==> src/rtl/prim_fifo_wr_arb.sv <==
// Round-robin write-port arbiter for a shared prim_fifo_sync, with per-requester
// occupancy quota and source tagging. Optional error checking: PRIM_FIFO_WR_ARB_ERR_CHECK_EN.
module prim_fifo_wr_arb #(
  parameter int N         = 4,
  parameter int Width     = 16,
  parameter int MaxPerReq = 2,
  localparam int IdW      = (N > 1) ? $clog2(N) : 1,
  localparam int CntW     = ((MaxPerReq + 1) > 1) ? $clog2(MaxPerReq + 1) : 1
) (
  input  logic                clk_i,
  input  logic                rst_ni,
  input  logic                clr_i,
  input  logic [N-1:0]        req_valid_i,
  output logic [N-1:0]        req_ready_o,
  input  logic [N*Width-1:0]  req_data_i,
  output logic                wvalid_o,
  input  logic                wready_i,
  output logic [Width-1:0]    wdata_o,
  output logic [IdW-1:0]      wid_o,
  input  logic                rel_valid_i,
  input  logic [IdW-1:0]      rel_id_i,
  output logic [N*CntW-1:0]   occ_o,
  output logic                err_o
);

  logic [CntW-1:0]  occ_r [N];
  logic [IdW-1:0]   rr_r;
  logic             lock_r;
  logic [IdW-1:0]   lock_idx_r;

  logic [N-1:0]     eligible_s;
  logic [Width-1:0] data_s [N];
  logic             found_s;
  logic [IdW-1:0]   pick_idx_s;
  logic             gnt_valid_s;
  logic [IdW-1:0]   gnt_idx_s;
  logic             hs_s;
  logic             stall_s;
  logic [IdW-1:0]   rr_next_s;
  logic [N-1:0]     inc_s;
  logic [N-1:0]     dec_s;
  int               scan_s;

  // Eligibility and per-requester data unpacking
  always_comb begin
    for (int i = 0; i < N; i++) begin
      eligible_s[i] = req_valid_i[i] & (occ_r[i] < CntW'(MaxPerReq));
      data_s[i]     = req_data_i[i*Width +: Width];
    end
  end

  // First eligible requester at or above the rr pointer, wrapping
  always_comb begin
    found_s    = 1'b0;
    pick_idx_s = {IdW{1'b0}};
    scan_s     = 0;
    for (int k = 0; k < N; k++) begin
      scan_s = int'(rr_r) + k;
      if (scan_s >= N) begin
        scan_s = scan_s - N;
      end else begin
        scan_s = scan_s;
      end
      if (!found_s && eligible_s[scan_s]) begin
        found_s    = 1'b1;
        pick_idx_s = IdW'(scan_s);
      end else begin
        found_s    = found_s;
      end
    end
  end

  // Grant selection; a stalled grant stays locked until it completes
  always_comb begin
    gnt_idx_s   = lock_r ? lock_idx_r : pick_idx_s;
    gnt_valid_s = (lock_r | found_s) & ~clr_i;
    hs_s        = gnt_valid_s & wready_i;
    stall_s     = gnt_valid_s & ~wready_i;
    if (gnt_idx_s == IdW'(N - 1)) begin
      rr_next_s = {IdW{1'b0}};
    end else begin
      rr_next_s = gnt_idx_s + IdW'(1);
    end
  end

  // Write-port and requester-ready outputs (zero-latency path)
  always_comb begin
    wvalid_o    = 1'b0;
    wid_o       = {IdW{1'b0}};
    wdata_o     = {Width{1'b0}};
    req_ready_o = {N{1'b0}};
    if (gnt_valid_s) begin
      wvalid_o               = 1'b1;
      wid_o                  = gnt_idx_s;
      wdata_o                = data_s[gnt_idx_s];
      req_ready_o[gnt_idx_s] = wready_i;
    end else begin
      wvalid_o               = 1'b0;
    end
  end

  // Per-requester increment/decrement requests; release is ignored during a flush
  always_comb begin
    for (int i = 0; i < N; i++) begin
      inc_s[i] = hs_s & (gnt_idx_s == IdW'(i));
      dec_s[i] = rel_valid_i & ~clr_i & (rel_id_i == IdW'(i)) & (occ_r[i] != {CntW{1'b0}});
    end
  end

  // Occupancy counters; a coincident handshake and release cancel out
  always_ff @(posedge clk_i or negedge rst_ni) begin
    if (!rst_ni) begin
      for (int i = 0; i < N; i++) begin
        occ_r[i] <= {CntW{1'b0}};
      end
    end else if (clr_i) begin
      for (int i = 0; i < N; i++) begin
        occ_r[i] <= {CntW{1'b0}};
      end
    end else begin
      for (int i = 0; i < N; i++) begin
        case ({inc_s[i], dec_s[i]})
          2'b10:   occ_r[i] <= occ_r[i] + CntW'(1);
          2'b01:   occ_r[i] <= occ_r[i] - CntW'(1);
          default: occ_r[i] <= occ_r[i];
        endcase
      end
    end
  end

  // Round-robin pointer and stall lock
  always_ff @(posedge clk_i or negedge rst_ni) begin
    if (!rst_ni) begin
      rr_r       <= {IdW{1'b0}};
      lock_r     <= 1'b0;
      lock_idx_r <= {IdW{1'b0}};
    end else if (clr_i) begin
      rr_r       <= {IdW{1'b0}};
      lock_r     <= 1'b0;
      lock_idx_r <= {IdW{1'b0}};
    end else if (hs_s) begin
      rr_r       <= rr_next_s;
      lock_r     <= 1'b0;
      lock_idx_r <= lock_idx_r;
    end else if (stall_s) begin
      rr_r       <= rr_r;
      lock_r     <= 1'b1;
      lock_idx_r <= gnt_idx_s;
    end else begin
      rr_r       <= rr_r;
      lock_r     <= lock_r;
      lock_idx_r <= lock_idx_r;
    end
  end

  // Counters are registers, so the packed view is registered as well
  always_comb begin
    for (int i = 0; i < N; i++) begin
      occ_o[i*CntW +: CntW] = occ_r[i];
    end
  end

`ifdef PRIM_FIFO_WR_ARB_ERR_CHECK_EN
  logic err_r;
  logic err_set_s;

  // Protocol violations: release underflow, out-of-range id, locked requester dropping valid
  always_comb begin
    err_set_s = 1'b0;
    if (rel_valid_i && !clr_i) begin
      if (int'(rel_id_i) >= N) begin
        err_set_s = 1'b1;
      end else begin
        err_set_s = (occ_r[rel_id_i] == {CntW{1'b0}});
      end
    end else begin
      err_set_s = 1'b0;
    end
    if (lock_r && !req_valid_i[lock_idx_r]) begin
      err_set_s = 1'b1;
    end else begin
      err_set_s = err_set_s;
    end
  end

  // Sticky error flag
  always_ff @(posedge clk_i or negedge rst_ni) begin
    if (!rst_ni) begin
      err_r <= 1'b0;
    end else if (clr_i) begin
      err_r <= 1'b0;
    end else if (err_set_s) begin
      err_r <= 1'b1;
    end else begin
      err_r <= err_r;
    end
  end

  assign err_o = err_r;
`else
  assign err_o = 1'b0;
`endif

endmodule

==> config.mk <==
export PLATFORM = sky130hd
export DESIGN_NAME = prim_fifo_wr_arb
export DESIGN_NICKNAME = d
export VERILOG_FILES = /design/src/rtl/prim_fifo_wr_arb.sv
export SDC_FILE = /design/constraint.sdc
export NUM_CORES = 1
export LEC_CHECK = 0
export CAP_MARGIN = 5
export CORE_UTILIZATION = 35
export CTS_CLUSTER_SIZE = 12
export DETAILED_ROUTE_END_ITERATION = 8
export PLACE_DENSITY_LB_ADDON = 0.08
export SKIP_CTS_REPAIR_TIMING = 1
export SLEW_MARGIN = 20
export SYNTH_ARGS = -nofsm -noshare
export SYNTH_HDL_FRONTEND = slang
export SYNTH_SLANG_ARGS = --single-unit
==> constraint.sdc <==
create_clock -name clk_i -period 3.66 [get_ports clk_i]
set_input_delay 0.732 -clock clk_i [delete_from_list [all_inputs] [get_ports clk_i]]
set_output_delay 0.732 -clock clk_i [all_outputs]
set_load 0.005 [all_outputs]
==> metrics.txt, run 1 <==
clk_skew 0.00176 ns; Final Max Tran Viols 0; area of the multi-input gates 1050 um2; Crit path largest cell delay 0.47 ns; ys flop type dfrtp_1; CTS tree yes; Max Clock Freq 0.282 GHz; static leakage power 1.47 nW; Async SR Flop Fraction 1.00; Yosys Warn Count 0; crit path max fanout 8; Gate power share 0.573; Power, Total 0.679 mW; crit-path cells clkdlybuf4s50_1 > or2b_1 > a221o_2 > and2_4 > inv_4 > buf_4 > buf_12 > mux2i_1 > o22ai_1 > dlymetal6s2s_1; Via Count 1795; Final Instance Area 2890 um2; Post-DP Area 2710 um2; Die Area 4380 um2; share of cells above drive strength 1 0.160; Clock power frac 0.189; Synth top area share 0.250; Synth Area in XOR/XNOR 0.0304; Final nets 377; Worst path top cell family by delay buffers and inverters; switching power total 0.204 mW; simple-gate area share of the yosys netlist 0.188; top cells by count, synth mux2i_1 (36), nor2_1 (17), o22ai_1 (16); DRC viols 0; share of synthesized area occupied by flip-flops and latches 0.226; Area growth syn-to-layout 101%; core area 3800 um2; width of the die 66.2 um; Yosys cell types 42; DR WL/cell 14.1 um; cells after synthesis 172; largest net degree at the start of global routing 17; Slew HR 0.530; final WL 4.92 mm; Avg Inst Size Synth 8.38 um2; Synth Cell Area 1440 um2; Rows 22; internal power 0.476 mW; Period Utilization, post-route 0.968; DR pass1 iterations 4; Seq cells post-synth 13; sequential share of power 0.239; CTS Root Cell clkbuf_8; Synth Area in Adders 0.00868; critical path arrival 2.81 ns; GRT Resource Usage Total 0.228; clock-pin slew on the worst setup and hold paths 0.06 ns; switching share of total power 0.300; status finished, final reports clean; DR iter-0 viols 80; PwrDens 235 nW/um2; clk sink count 13; DIE HEIGHT 66.2 um; most common cell in the netlist mux2i_1; worst slew pin tran 0.695 ns; Post-Syn Nets 248; type of origin of the critical path primary input; critical path class primary input to output pin; routability-driven placement congestion ratio 0.871; Post-synth EDFFs 0; Filler Cell Count 278; Final Hold Fails 0; hold crit path type flop to flop; worst reg2reg path depth 12; CP Depth 10; dpl hpwl 3.91 mm; top post-synthesis cells by area mux2i_1 (25%), dfrtp_1 (23%), o22ai_1 (6.9%); n_diodes 0; Max VDD drop 126 uV; Register Area 325 um2; worst hold path depth 1; ANT nets after route 0; grt ovf 0; Compound-Gate Fraction of Synth Area 0.233; global-route wire length before repair 7.64 mm; clock latency on the worst-skew pair 0.24 ns; largest family of logic cells by synthesized area multiplexers; number of global-route vias before repair 1786; IO Count 107; Buffers & Inverters on Critical Path 5; Crit. End Element output pin; antenna violations before repair 0; port bufs 105; CTS Buf Count 3; H-Tree Depth 1; Yosys top cell by area mux2i_1; critical path data required time 2.93 ns; CP max stage cell clkdlybuf4s50_1; post-synthesis mux area share 0.250; starting density of the core 0.379; max-cap violation count 0; CTS max path bufs 2; min Tclk post-route 3.54 ns; # setup viols final 0; Via density 5.16
placed cells by master, fill, tap and decap left out, types with 5 or more instances in the layout:
cell             count
nand2_1              6
o22ai_1             16
clkdlybuf4s50_1     85
mux2i_1             35
inv_1                8
dfrtp_1             13
dlymetal6s2s_1      20
a21oi_1              8
o21ai_0              5
nor2_1              17
buf_4               25
cell families (layout without fill, tap and decap cells):
| kind of cell | Yosys count | after routing |
|---|---|---|
| other cells | 1 | 1 |
| xor+xnor | 5 | 5 |
| fa+ha+maj | 1 | 1 |
| mux | 36 | 36 |
| simple gates | 49 | 49 |
| flops | 13 | 13 |
| compound gates | 47 | 47 |
| buf+inv | 20 | 148 |
registers in the layout (all words and copies together), names as in the netlist:
name and flops:
lock_idx_r 2, rr_r 2, occ_o 8, lock_r 1
power by group through the flow:
stage / combinational (mW) / clock, mW / sequential, mW
detailed placement: 0.369 / 0 / 0.164
finish: 0.389 / 0.128 / 0.162
floorplan: 0.157 / 0 / 0.162
global placement: 0.366 / 0 / 0.164
global route: 0.421 / 0.137 / 0.164
CTS: 0.372 / 0.131 / 0.162
layer usage:
layer	global-route usage	share of wire
met2	0.393	0.52
met4	0.112	0.014
met1	0.259	0.40
met3	0.0569	0.075
met5	0	0
final timing paths:
check / slack [ns] / startpoint / to
min reg2reg: 0.54 / occ_o[1] / occ_o[1]
max: 0.12 / req_valid_i[3] / wdata_o[4]
min in group asynchronous: 0.88 / rst_ni / occ_o[2]
max in group asynchronous: 2.38 / rst_ni / occ_o[7]
min: 0.54 / occ_o[1] / occ_o[1]
max reg2reg: 1.06 / occ_o[7] / occ_o[5]
final cells by class:
class | instances | area share
inverters | 10 | 0.0138
well taps | 48 | 0.0208
flip-flops and latches | 13 | 0.112
multi-input cells | 139 | 0.364
clock buffers | 4 | 0.0156
repair buffers | 134 | 0.473
worst reg2reg max path, cell delays in order, from the launching register on:
cell,delay [ns]
dfrtp_1,0.46
and2b_2,0.25
buf_4,0.14
a21oi_1,0.18
o221a_4,0.25
buf_4,0.11
buf_4,0.10
ha_1,0.13
nand2_1,0.07
buf_4,0.14
a21oi_1,0.27
mux2i_1,0.11
o311ai_0,0.27
per-stage QoR:
stage	setup TNS (ns)	hold slack (ns)	cells	util	setup slack, ns
4_1_cts	-2.62	0.531	343	0.724	-0.178
3_3_place_gp	-2.19	0.512	339	0.712	-0.156
3_5_place_dp	-2.50	0.526	339	0.712	-0.179
2_1_floorplan	0	0.436	172	-	0.685
6_report	0	0.537	348	0.762	0.118
5_1_grt	-0.00443	0.585	348	0.762	-0.00443
Note: power is estimated with default switching activity, not from simulation.
==> run 2, diff against run 1 <==
Settings changed: CORE_MARGIN from default to 2.
==> metrics.txt, run 2 (synthesis results as in run 1) <==
Via density 5.13; number of global-route vias before repair 1757; commonest non-fill, non-tap cell in the layout clkdlybuf4s50_1; clock latency on the worst-skew pair 0.25 ns; share of cells above drive strength 1 0.169; final WL 5.20 mm; max reg flops 8; Period Utilization, post-route 0.976; Final Hold Slack 0.557 ns; clock-pin slew on the worst setup and hold paths 0.05 ns; Rows 23; max-cap violation count 0; Via Count 1830; width of the die 68.2 um; CTS max path bufs 2; dpl hpwl 4.14 mm; clk_skew 0.00416 ns; hold crit path type flop to flop; Final Max Tran Viols 0; ANT nets after route 0; Final Instance Area 2930 um2; status finished, final reports clean; min Tclk post-route 3.57 ns; type of origin of the critical path primary input; most used cell, CP clkdlybuf4s50_1; core area 3970 um2; Area growth syn-to-layout 103%; Max Clock Freq 0.280 GHz; PwrDens 237 nW/um2; non-filler cells in the finished layout 357; setup tns final 0 ns; CTS tree yes; most frequent cells in the layout clkdlybuf4s50_1 (86), mux2i_1 (34), buf_4 (32), dlymetal6s2s_1 (19), nor2_1 (17); Max VDD drop 140 uV; Final nets 384; Worst path top cell family by delay buffers and inverters; static leakage power 1.48 nW; worst slew pin tran 0.704 ns; largest net degree at the start of global routing 17; area of the multi-input gates 1040 um2; Post-DP Area 2700 um2; Filler Cell Count 322; critical path arrival 2.84 ns; IO Count 107; Crit. End Element output pin; Die Area 4650 um2; critical path data required time 2.93 ns; Slew HR 0.524; DR pass1 iterations 4; grt ovf 0; # setup viols final 0; CP max stage cell clkdlybuf4s50_1; global-route wire length before repair 7.67 mm; GRT Resource Usage Total 0.220; Crit path largest cell delay 0.49 ns; antenna violations before repair 0; CTS Root Cell clkbuf_8; clk sink count 13; routability-driven placement congestion ratio 0.864; H-Tree Depth 1; crit-path cells clkdlybuf4s50_1 > nor3b_1 > or3b_1 > o221a_4 > nand2b_1 > buf_4 > inv_1 > clkdlybuf4s50_1; DR iter-0 viols 126; starting density of the core 0.363; Register Area 325 um2; port bufs 105; Final Hold Fails 0; crit path max fanout 8; placed insts 338; DRC viols 0; DIE HEIGHT 68.2 um; DR WL/cell 14.6 um; Buffers & Inverters on Critical Path 4; critical path class primary input to output pin; n_diodes 0; Power, Total 0.693 mW; CTS Buf Count 3
## run 2: worst reg2reg max path, stage by stage (launching register included)
cell and delay, ns:
dfrtp_1 0.46, and2b_2 0.26, o21ai_0 0.07, a221o_2 0.38
and2_4 0.16, inv_6 0.07, buf_4 0.11, ha_1 0.13
nand2_1 0.06, buf_4 0.14, a21oi_1 0.29, mux2i_1 0.12
o311ai_0 0.29
## run 2: layer usage
layer	share of wire	GRT usage	vias to the layer above
li1	-	-	902
met3	0.070	0.0592	4
met1	0.39	0.248	849
met4	0.014	0.0850	0
met2	0.53	0.392	75
met5	0	0	-
## run 2: worst paths after layout
| path | slack (ns) | cells after the start | from | endpoint |
|---|---|---|---|---|
| min | 0.56 | 1 | occ_o[1] | occ_o[1] |
| max | 0.09 | 8 | req_valid_i[2] | wid_o[0] |
| min in group asynchronous | 0.87 | 1 | rst_ni | occ_o[3] |
| max reg2reg | 1.00 | 12 | occ_o[7] | occ_o[5] |
| min reg2reg | 0.56 | 1 | occ_o[1] | occ_o[1] |
| max in group asynchronous | 2.39 | 1 | rst_ni | occ_o[1] |
## run 2: report_power, final
| group | switching, mW | total, mW | internal [mW] | leakage (nW) |
|---|---|---|---|---|
| clock network | 0.0540 | 0.131 | 0.0770 | 0.0228 |
| registers | 0.00981 | 0.162 | 0.152 | 0.176 |
| logic | 0.145 | 0.400 | 0.255 | 1.28 |
## run 2: area by class of cell
| type | instances | area share |
|---|---|---|
| inverters | 10 | 0.0145 |
| clock buffers | 4 | 0.0154 |
| well taps | 50 | 0.0214 |
| flip-flops and latches | 13 | 0.111 |
| multi-input cells | 139 | 0.356 |
| repair buffers | 141 | 0.482 |
## run 2: through the flow
step	setup WS, ns	utilization
after detailed placement	-0.163	0.680
after global routing	-0.00455	0.737
after CTS	-0.175	0.691
after global placement	-0.172	0.680
after floorplan	0.685	-
final	0.0877	0.737
==> run 3, diff against run 2 <==
Settings changed: HOLD_SLACK_MARGIN from default to 0.03.
==> results of run 3 <==
The final DEF is identical to that of run 2; final timing and power are the same.
